### src/rtl/fetch_unit_if.sv
// fetch_unit_if: instruction-memory req/ack bus between fetch_unit (master) and memory (slave).
interface fetch_unit_if;
    logic [31:0] IMem_addr;
    logic        IMem_req;
    logic        IMem_ack;
    logic [31:0] IMem_data;
    modport master (output IMem_addr, IMem_req, input IMem_ack, IMem_data);
    modport slave  (input IMem_addr, IMem_req, output IMem_ack, IMem_data);
endinterface

### src/rtl/fetch_unit.sv
// fetch_unit: PC register, next-PC logic and req/ack instruction fetch into the instruction register.
// Define FETCH_TIMEOUT_EN to abort fetches after TIMEOUT_CYCLES unacked WAIT cycles.
module fetch_unit #(
    parameter logic [31:0] RESET_PC       = 32'h0000_0000,
    parameter int          TIMEOUT_CYCLES = 16
) (
    input  logic          Clk,
    input  logic          Reset,
    input  logic          PC_LdEn,
    input  logic          PC_sel,
    input  logic [31:0]   Immed,
    input  logic          Fetch_req,
    fetch_unit_if.master  imem,
    output logic [31:0]   PC,
    output logic [31:0]   Instr,
    output logic          Instr_valid,
    output logic          Busy,
    output logic          Fetch_err
);
    typedef enum logic {S_IDLE, S_WAIT} state_t;
    state_t      state_q, state_d;
    logic [31:0] pc_q, pc_d, addr_q, addr_d, instr_q, instr_d, pc_next;
    logic        req_q, req_d, valid_q, valid_d;
`ifdef FETCH_TIMEOUT_EN
    logic [31:0] cnt_q, cnt_d;
    logic        err_q, err_d;
`else
    localparam int unused_timeout = TIMEOUT_CYCLES;
`endif

    always_comb begin
        pc_next = pc_q + 32'd4 + (PC_sel ? Immed : 32'd0);
        state_d = state_q;
        pc_d    = pc_q;
        addr_d  = addr_q;
        instr_d = instr_q;
        req_d   = req_q;
        valid_d = valid_q;
`ifdef FETCH_TIMEOUT_EN
        cnt_d   = cnt_q;
        err_d   = err_q;
`endif
        if (state_q == S_IDLE) begin
            if (PC_LdEn) pc_d = pc_next;
            // A same-cycle PC load takes effect before the fetch address is captured
            if (Fetch_req) begin
                addr_d  = PC_LdEn ? pc_next : pc_q;
                req_d   = 1'b1;
                valid_d = 1'b0;
                state_d = S_WAIT;
`ifdef FETCH_TIMEOUT_EN
                err_d   = 1'b0;
                cnt_d   = '0;
`endif
            end
        end else if (imem.IMem_ack) begin
            instr_d = imem.IMem_data;
            valid_d = 1'b1;
            req_d   = 1'b0;
            state_d = S_IDLE;
        end
`ifdef FETCH_TIMEOUT_EN
        else if (cnt_q == 32'(TIMEOUT_CYCLES - 1)) begin
            req_d   = 1'b0;
            err_d   = 1'b1;
            state_d = S_IDLE;
        end else begin
            cnt_d   = cnt_q + 32'd1;
        end
`endif
    end

    always_ff @(posedge Clk or posedge Reset) begin
        if (Reset) begin
            state_q <= S_IDLE;
            pc_q    <= RESET_PC;
            addr_q  <= RESET_PC;
            instr_q <= 32'h0;
            req_q   <= 1'b0;
            valid_q <= 1'b0;
`ifdef FETCH_TIMEOUT_EN
            cnt_q   <= '0;
            err_q   <= 1'b0;
`endif
        end else begin
            state_q <= state_d;
            pc_q    <= pc_d;
            addr_q  <= addr_d;
            instr_q <= instr_d;
            req_q   <= req_d;
            valid_q <= valid_d;
`ifdef FETCH_TIMEOUT_EN
            cnt_q   <= cnt_d;
            err_q   <= err_d;
`endif
        end
    end

    assign PC             = pc_q;
    assign imem.IMem_addr = addr_q;
    assign imem.IMem_req  = req_q;
    assign Instr          = instr_q;
    assign Instr_valid    = valid_q;
    assign Busy           = (state_q == S_WAIT);
`ifdef FETCH_TIMEOUT_EN
    assign Fetch_err      = err_q;
`else
    assign Fetch_err      = 1'b0;
`endif
endmodule

### src/flat_wrapper.sv
// flat-port wrapper written by rule: the top's interface ports become plain ports
module fetch_unit_flat 
#(
    parameter logic [31:0] RESET_PC       = 32'h0000_0000,
    parameter int          TIMEOUT_CYCLES = 16
)
  (Clk, Reset, PC_LdEn, PC_sel, Immed, Fetch_req, PC, Instr, Instr_valid, Busy, Fetch_err, imem_IMem_addr, imem_IMem_req, imem_IMem_ack, imem_IMem_data);
  fetch_unit_if imem_i ();
  input  logic Clk;
  input  logic Reset;
  input  logic PC_LdEn;
  input  logic PC_sel;
  input  logic [31:0] Immed;
  input  logic Fetch_req;
  output logic [31:0] PC;
  output logic [31:0] Instr;
  output logic Instr_valid;
  output logic Busy;
  output logic Fetch_err;
  output wire logic [$bits(imem_i.IMem_addr)-1:0] imem_IMem_addr;
  output wire logic [$bits(imem_i.IMem_req)-1:0] imem_IMem_req;
  input wire logic [$bits(imem_i.IMem_ack)-1:0] imem_IMem_ack;
  input wire logic [$bits(imem_i.IMem_data)-1:0] imem_IMem_data;
  assign imem_IMem_addr = imem_i.IMem_addr;
  assign imem_IMem_req = imem_i.IMem_req;
  assign imem_i.IMem_ack = imem_IMem_ack;
  assign imem_i.IMem_data = imem_IMem_data;
  fetch_unit #(.RESET_PC(RESET_PC), .TIMEOUT_CYCLES(TIMEOUT_CYCLES)) u_core (.Clk(Clk), .Reset(Reset), .PC_LdEn(PC_LdEn), .PC_sel(PC_sel), .Immed(Immed), .Fetch_req(Fetch_req), .imem(imem_i), .PC(PC), .Instr(Instr), .Instr_valid(Instr_valid), .Busy(Busy), .Fetch_err(Fetch_err));
endmodule
### config.mk
export PLATFORM = sky130hd
export DESIGN_NAME = fetch_unit_flat
export DESIGN_NICKNAME = d
export VERILOG_FILES = /design/src/rtl/fetch_unit_if.sv /design/src/rtl/fetch_unit.sv /design/src/flat_wrapper.sv
export SDC_FILE = /design/constraint.sdc
export NUM_CORES = 1
export LEC_CHECK = 0
export CORE_MARGIN = 10
export CORE_UTILIZATION = 53
export DETAILED_ROUTE_END_ITERATION = 6
export PLACE_DENSITY = 0.95
export REMOVE_ABC_BUFFERS = 1
export SKIP_CTS_REPAIR_TIMING = 1
export SLEW_MARGIN = 20
export SYNTH_ARGS = -nofsm -noshare
export SYNTH_HDL_FRONTEND = slang
export SYNTH_SLANG_ARGS = --single-unit
### constraint.sdc
create_clock -name Clk -period 8.8 [get_ports Clk]
set_clock_uncertainty 0.15 [all_clocks]
set_input_delay 1.32 -clock Clk [delete_from_list [all_inputs] [get_ports Clk]]
set_output_delay 1.32 -clock Clk [all_outputs]
set_load 0.01 [all_outputs]
=== After elaboration in Yosys (flattened, before gate mapping) ===
Index checks and enable logic that the tools add are counted.

* Latch bits: 0
* ROM bits: 0
* Logic and storage cells: 25
* Bits in registers: 99
* Bits in writable memories: 0
* Output and inout port bits: 100
* Memories: 0

* Shift-type cells: 0
* Bitwise operators: 1
* Reductions and logical operators: 4
* Order comparisons: 0
* Eq/ne operators: 1
* Div/mod/pow operators: 0
* Multiply operators: 0
* Multiplexer cells: 11
* Add/sub/neg operators: 2

{| class="wikitable"
|+ Operators by type and width
! operator !! number
|-
| $mux W32 || 2
|-
| $add A32 B3 Y32 const B || 1
|-
| $add A32 B32 Y32 || 1
|-
| $mux W1 || 9
|-
| $reduce_and A2 Y1 || 3
|-
| $ne A2 B2 Y1 const B || 1
|-
| $reduce_bool A2 Y1 || 1
|-
| $not A1 Y1 || 1
|}

=== Longest topological paths before layout ===
* Depth after elaboration: 3
* Mapped depth: 14

=== Least setup slack after synthesis ===
OpenSTA, ideal clock, no wires.

* Path kind: input port to flip-flop
* Start point: input PC_sel
* End point: register u_core.pc_q[25] (netlist: u_core.PC[25])
* Stages on the path: 13
* Path slack: 4.569 ns
* Data arrival time: 3.957 ns
* Setup time: 0.125 ns
* Data required time: 8.525 ns
* Cells stage by stage: clkbuf_1 -> and2_1 -> ha_1 -> ha_1 -> inv_1 -> fa_1 -> and2b_1 -> o2111ai_2 -> a21boi_2 -> a311oi_2 -> o41ai_2 -> xor2_1 -> mux2_2

* Word-level cells in the longest chain between the ends: 3

{| class="wikitable"
|+ Ends and longest elaborated chain
! what !! line !! source
|-
| from (decl) || flat_wrapper.sv:12 || <nowiki>input logic PC_sel;</nowiki>
|-
| $mux W32 || fetch_unit.sv:32 || <nowiki>pc_next = pc_q + 32'd4 + (PC_sel ? Immed : 32'd0);</nowiki>
|-
| $add A32 B32 Y32 || fetch_unit.sv:32 ||
|-
| $mux W32 || n/a ||
|-
| to (signal assigned) || fetch_unit.sv:87 || <nowiki>pc_q <= pc_d;</nowiki>
|-
| to (decl) || fetch_unit.sv:22 || <nowiki>logic [31:0] pc_q, pc_d, addr_q, addr_d, instr_q, instr_d, pc_next;</nowiki>
|}

No other way between the ends.
A chain may end at the register's enable or synchronous reset.

=== Worst setup path after layout ===
* Start point: input PC_sel
* End point: register u_core.addr_q[25] (netlist: u_core.imem.IMem_addr[25])

* Word-level cells in the longest chain between the ends: 3

{| class="wikitable"
|+ Ends and longest elaborated chain
! what !! line !! source
|-
| $mux W32 || fetch_unit.sv:32 ||
|-
| $add A32 B32 Y32 || fetch_unit.sv:32 ||
|-
| $mux W32 || fetch_unit.sv:47 || <nowiki>addr_d = PC_LdEn ? pc_next : pc_q;</nowiki>
|-
| to (signal assigned) || fetch_unit.sv:88 || <nowiki>addr_q <= addr_d;</nowiki>
|-
| to (decl) || fetch_unit.sv:22 ||
|}

No other way between the ends.

==> flow_summary.json <==
{
  "outcome": "completed",
  "worstPathMaxFanout": 32,
  "hold_path_class": "reg -> reg",
  "critPathKind": "in -> reg",
  "power_density_nw_per_um2": 318,
  "slew_headroom_pct": 30.5,
  "cp.arrival_ps": 5430,
  "drv_slew": 0,
  "hpwl_um": 13400,
  "synth_ff_type": "dfrtp_1",
  "row_count": 39,
  "ys_top_cells_by_count": "dfrtp_1 (99), nand2_1 (73), o21ai_0 (63), ha_1 (61), mux2_2 (48)",
  "core-area_um2": 11400,
  "period_share_pct": 60.2,
  "synth.top_cells.by_area": "dfrtp_1 (40%), ha_1 (12%), mux2_2 (8.8%)",
  "whs_ps": 336,
  "yosysUniqueCellTypes": 58,
  "grt-ovfl-total": 0,
  "final_hold_viol_count": 0,
  "r2r_setup_slack_ps": 5410,
  "grt_pass1_vias": 5425,
  "critPathLaunchType": "input port",
  "ys_seq_elements": 99,
  "fmax_mhz": 189,
  "die-area_um2": 16300,
  "final_nets": 896,
  "tightest_slew_ps": 1040,
  "yosysTopAreaCell": "dfrtp_1",
  "die_height_um": 128,
  "setup_viol": 0,
  "die_w_um": 128,
  "clockRootBuffer": "clkbuf_16",
  "drc": 0,
  "grt_pass1_wl_um": 28100,
  "h-tree-depth": 3,
  "synth_edf_count": 0,
  "grt_usage_pct": 21.1,
  "drtIter0Drc": 416,
  "io_pins": 170,
  "wl_um": 17600,
  "placed_cell_area_um2": 7910,
  "clock-sinks": 99,
  "ys_seq_area_share_pct": 40.3,
  "layout-drive-gt1-share_pct": 11.3,
  "syn_inst": 608,
  "total_leakage_power_nw": 3.68,
  "min_path_cells": 2,
  "grt_max_degree": 60,
  "final_util_pct": 71.9,
  "io_buffer_count": 168,
  "yosysMostFrequentCell": "dfrtp_1",
  "ir_drop_mv": 0.183,
  "antenna_found_initial": 1,
  "hold_end": "u_core.imem.IMem_addr[4]",
  "hp-start": "u_core.imem.IMem_addr[4]",
  "finalWeightedCongestion": 0.921,
  "power.total_mw": 2.62,
  "final_area_um2": 8220,
  "ant_nets": 0,
  "clk_pin_slew_worst_paths_ps": 70,
  "synthDominantCellAreaShare_pct": 40.3,
  "setup-tns-final_ps": 0,
  "viasPerCell": 5.76,
  "insertion_delay_ps": 360,
  "r2r_end": "u_core.imem.IMem_addr[25]",
  "ys_warn_count": 0,
  "required_ps": 8940,
  "clockBufferDepth": 2,
  "antenna_cells": 0,
  "endpoint_kind": "flop",
  "r2r_start": "u_core.PC[1]",
  "max_cap_viol_count": 0,
  "syn_area_um2": 6150,
  "area_delta_synth_final_pct": 33.5,
  "start_util_pct": 53.9,
  "wire_per_inst_um": 19.3,
  "drt_pass1_iterations": 5,
  "fillCellCount": 832,
  "ff2ff_path_depth": 12,
  "ys_async_sr_fraction_pct": 100,
  "cts_tree": "yes",
  "via_count": 5253,
  "numCtsBuffers": 9,
  "fin_crit_ps": 5300,
  "grt_setup_unrepaired": "no",
  "avgSynthCellArea_um2": 10.1
}
==> per-stage QoR <==
stage	instances	setup slack, ps
finish	912	3500
global route	912	3310
CTS	912	3540
detailed placement	896	3190
global placement	896	3380
floorplan	582	4710
==> cell usage in the layout, fill, tap and decap left out, types with 8 or more instances in the layout <==
| master | instances |
|---|---|
| clkdlybuf4s50_1 | 167 |
| dfrtp_1 | 99 |
| nand2_1 | 73 |
| o21ai_0 | 63 |
| ha_1 | 61 |
| mux2_2 | 48 |
| a21oi_1 | 38 |
| and2_1 | 33 |
| nor2_1 | 25 |
| mux2i_1 | 17 |
| xnor2_1 | 15 |
| xor2_1 | 15 |
| a21o_1 | 11 |
| nor3b_1 | 11 |
| clkbuf_16 | 9 |
| inv_1 | 8 |
==> how the worst max path moves through the flow <==
| stage | start | endpoint | slack (ps) | depth (start not counted) |
|---|---|---|---|---|
| floorplan | Immed[1] | u_core.PC[25] | 4710 | 12 |
| global placement | PC_sel | u_core.imem.IMem_addr[25] | 3380 | 14 |
| detailed placement | PC_sel | u_core.imem.IMem_addr[25] | 3190 | 14 |
| CTS | PC_sel | u_core.imem.IMem_addr[25] | 3540 | 14 |
| global route | PC_sel | u_core.imem.IMem_addr[25] | 3310 | 14 |
| finish | PC_sel | u_core.imem.IMem_addr[25] | 3500 | 14 |
==> sequential cells by signal, summed over array words and instances, names as in the netlist <==
name                   flops
u_core.Busy                1
u_core.imem.IMem_req       1
u_core.Instr_valid         1
u_core.PC                 32
u_core.imem.IMem_addr     32
u_core.Instr              32
==> routing by layer <==
layer	part of all wire, %	wire (µm)	global-route usage, %	up-vias
met4	1.9	334	7.81	2
met5	0.11	20	0	-
met2	47	8210	34.2	238
met3	8.3	1460	5.96	31
met1	43	7540	26.1	2504
li1	-	-	-	2478
==> cells by family (layout without fill, tap and decap cells) <==
family,count (synthesis),after routing,synth area share (%)
xor+xnor,30,30,4.27
fa+ha+maj,62,62,12.7
mux,65,65,11.5
compound gates,146,146,14.7
buf+inv,35,196,2.68
other cells,1,1,0.0609
simple gates,170,170,13.8
flops,99,99,40.3
==> where the power goes <==
| group | switching [mW] | leakage [nW] | internal (mW) |
|---|---|---|---|
| registers | 0.142 | 1.20 | 0.634 |
| logic | 0.720 | 2.34 | 0.713 |
| clock network | 0.183 | 0.142 | 0.222 |
==> final cells by class <==
cell class              instances  area [µm²]  share of cell area, %
inverters                       9        36.3                  0.442
clock buffers                   9         225                   2.74
multi-input cells             474        3520                   42.9
repair buffers                171        1700                   20.7
well taps                     143         179                   2.18
flip-flops and latches         99        2480                   30.2
clock inverters                 7        76.3                  0.929
==> worst max-delay path, cell delays in order <==
cell and delay [ps]:
clkdlybuf4s50_1 970, and2_1 400, ha_1 280, ha_1 180
inv_1 60, fa_1 400, and2b_1 260, o2111ai_2 130
a21boi_2 310, a311oi_2 220, o41ai_2 420, xor2_1 220
mux2i_1 100, a21oi_1 160
Note: power is estimated with default switching activity, not from simulation.
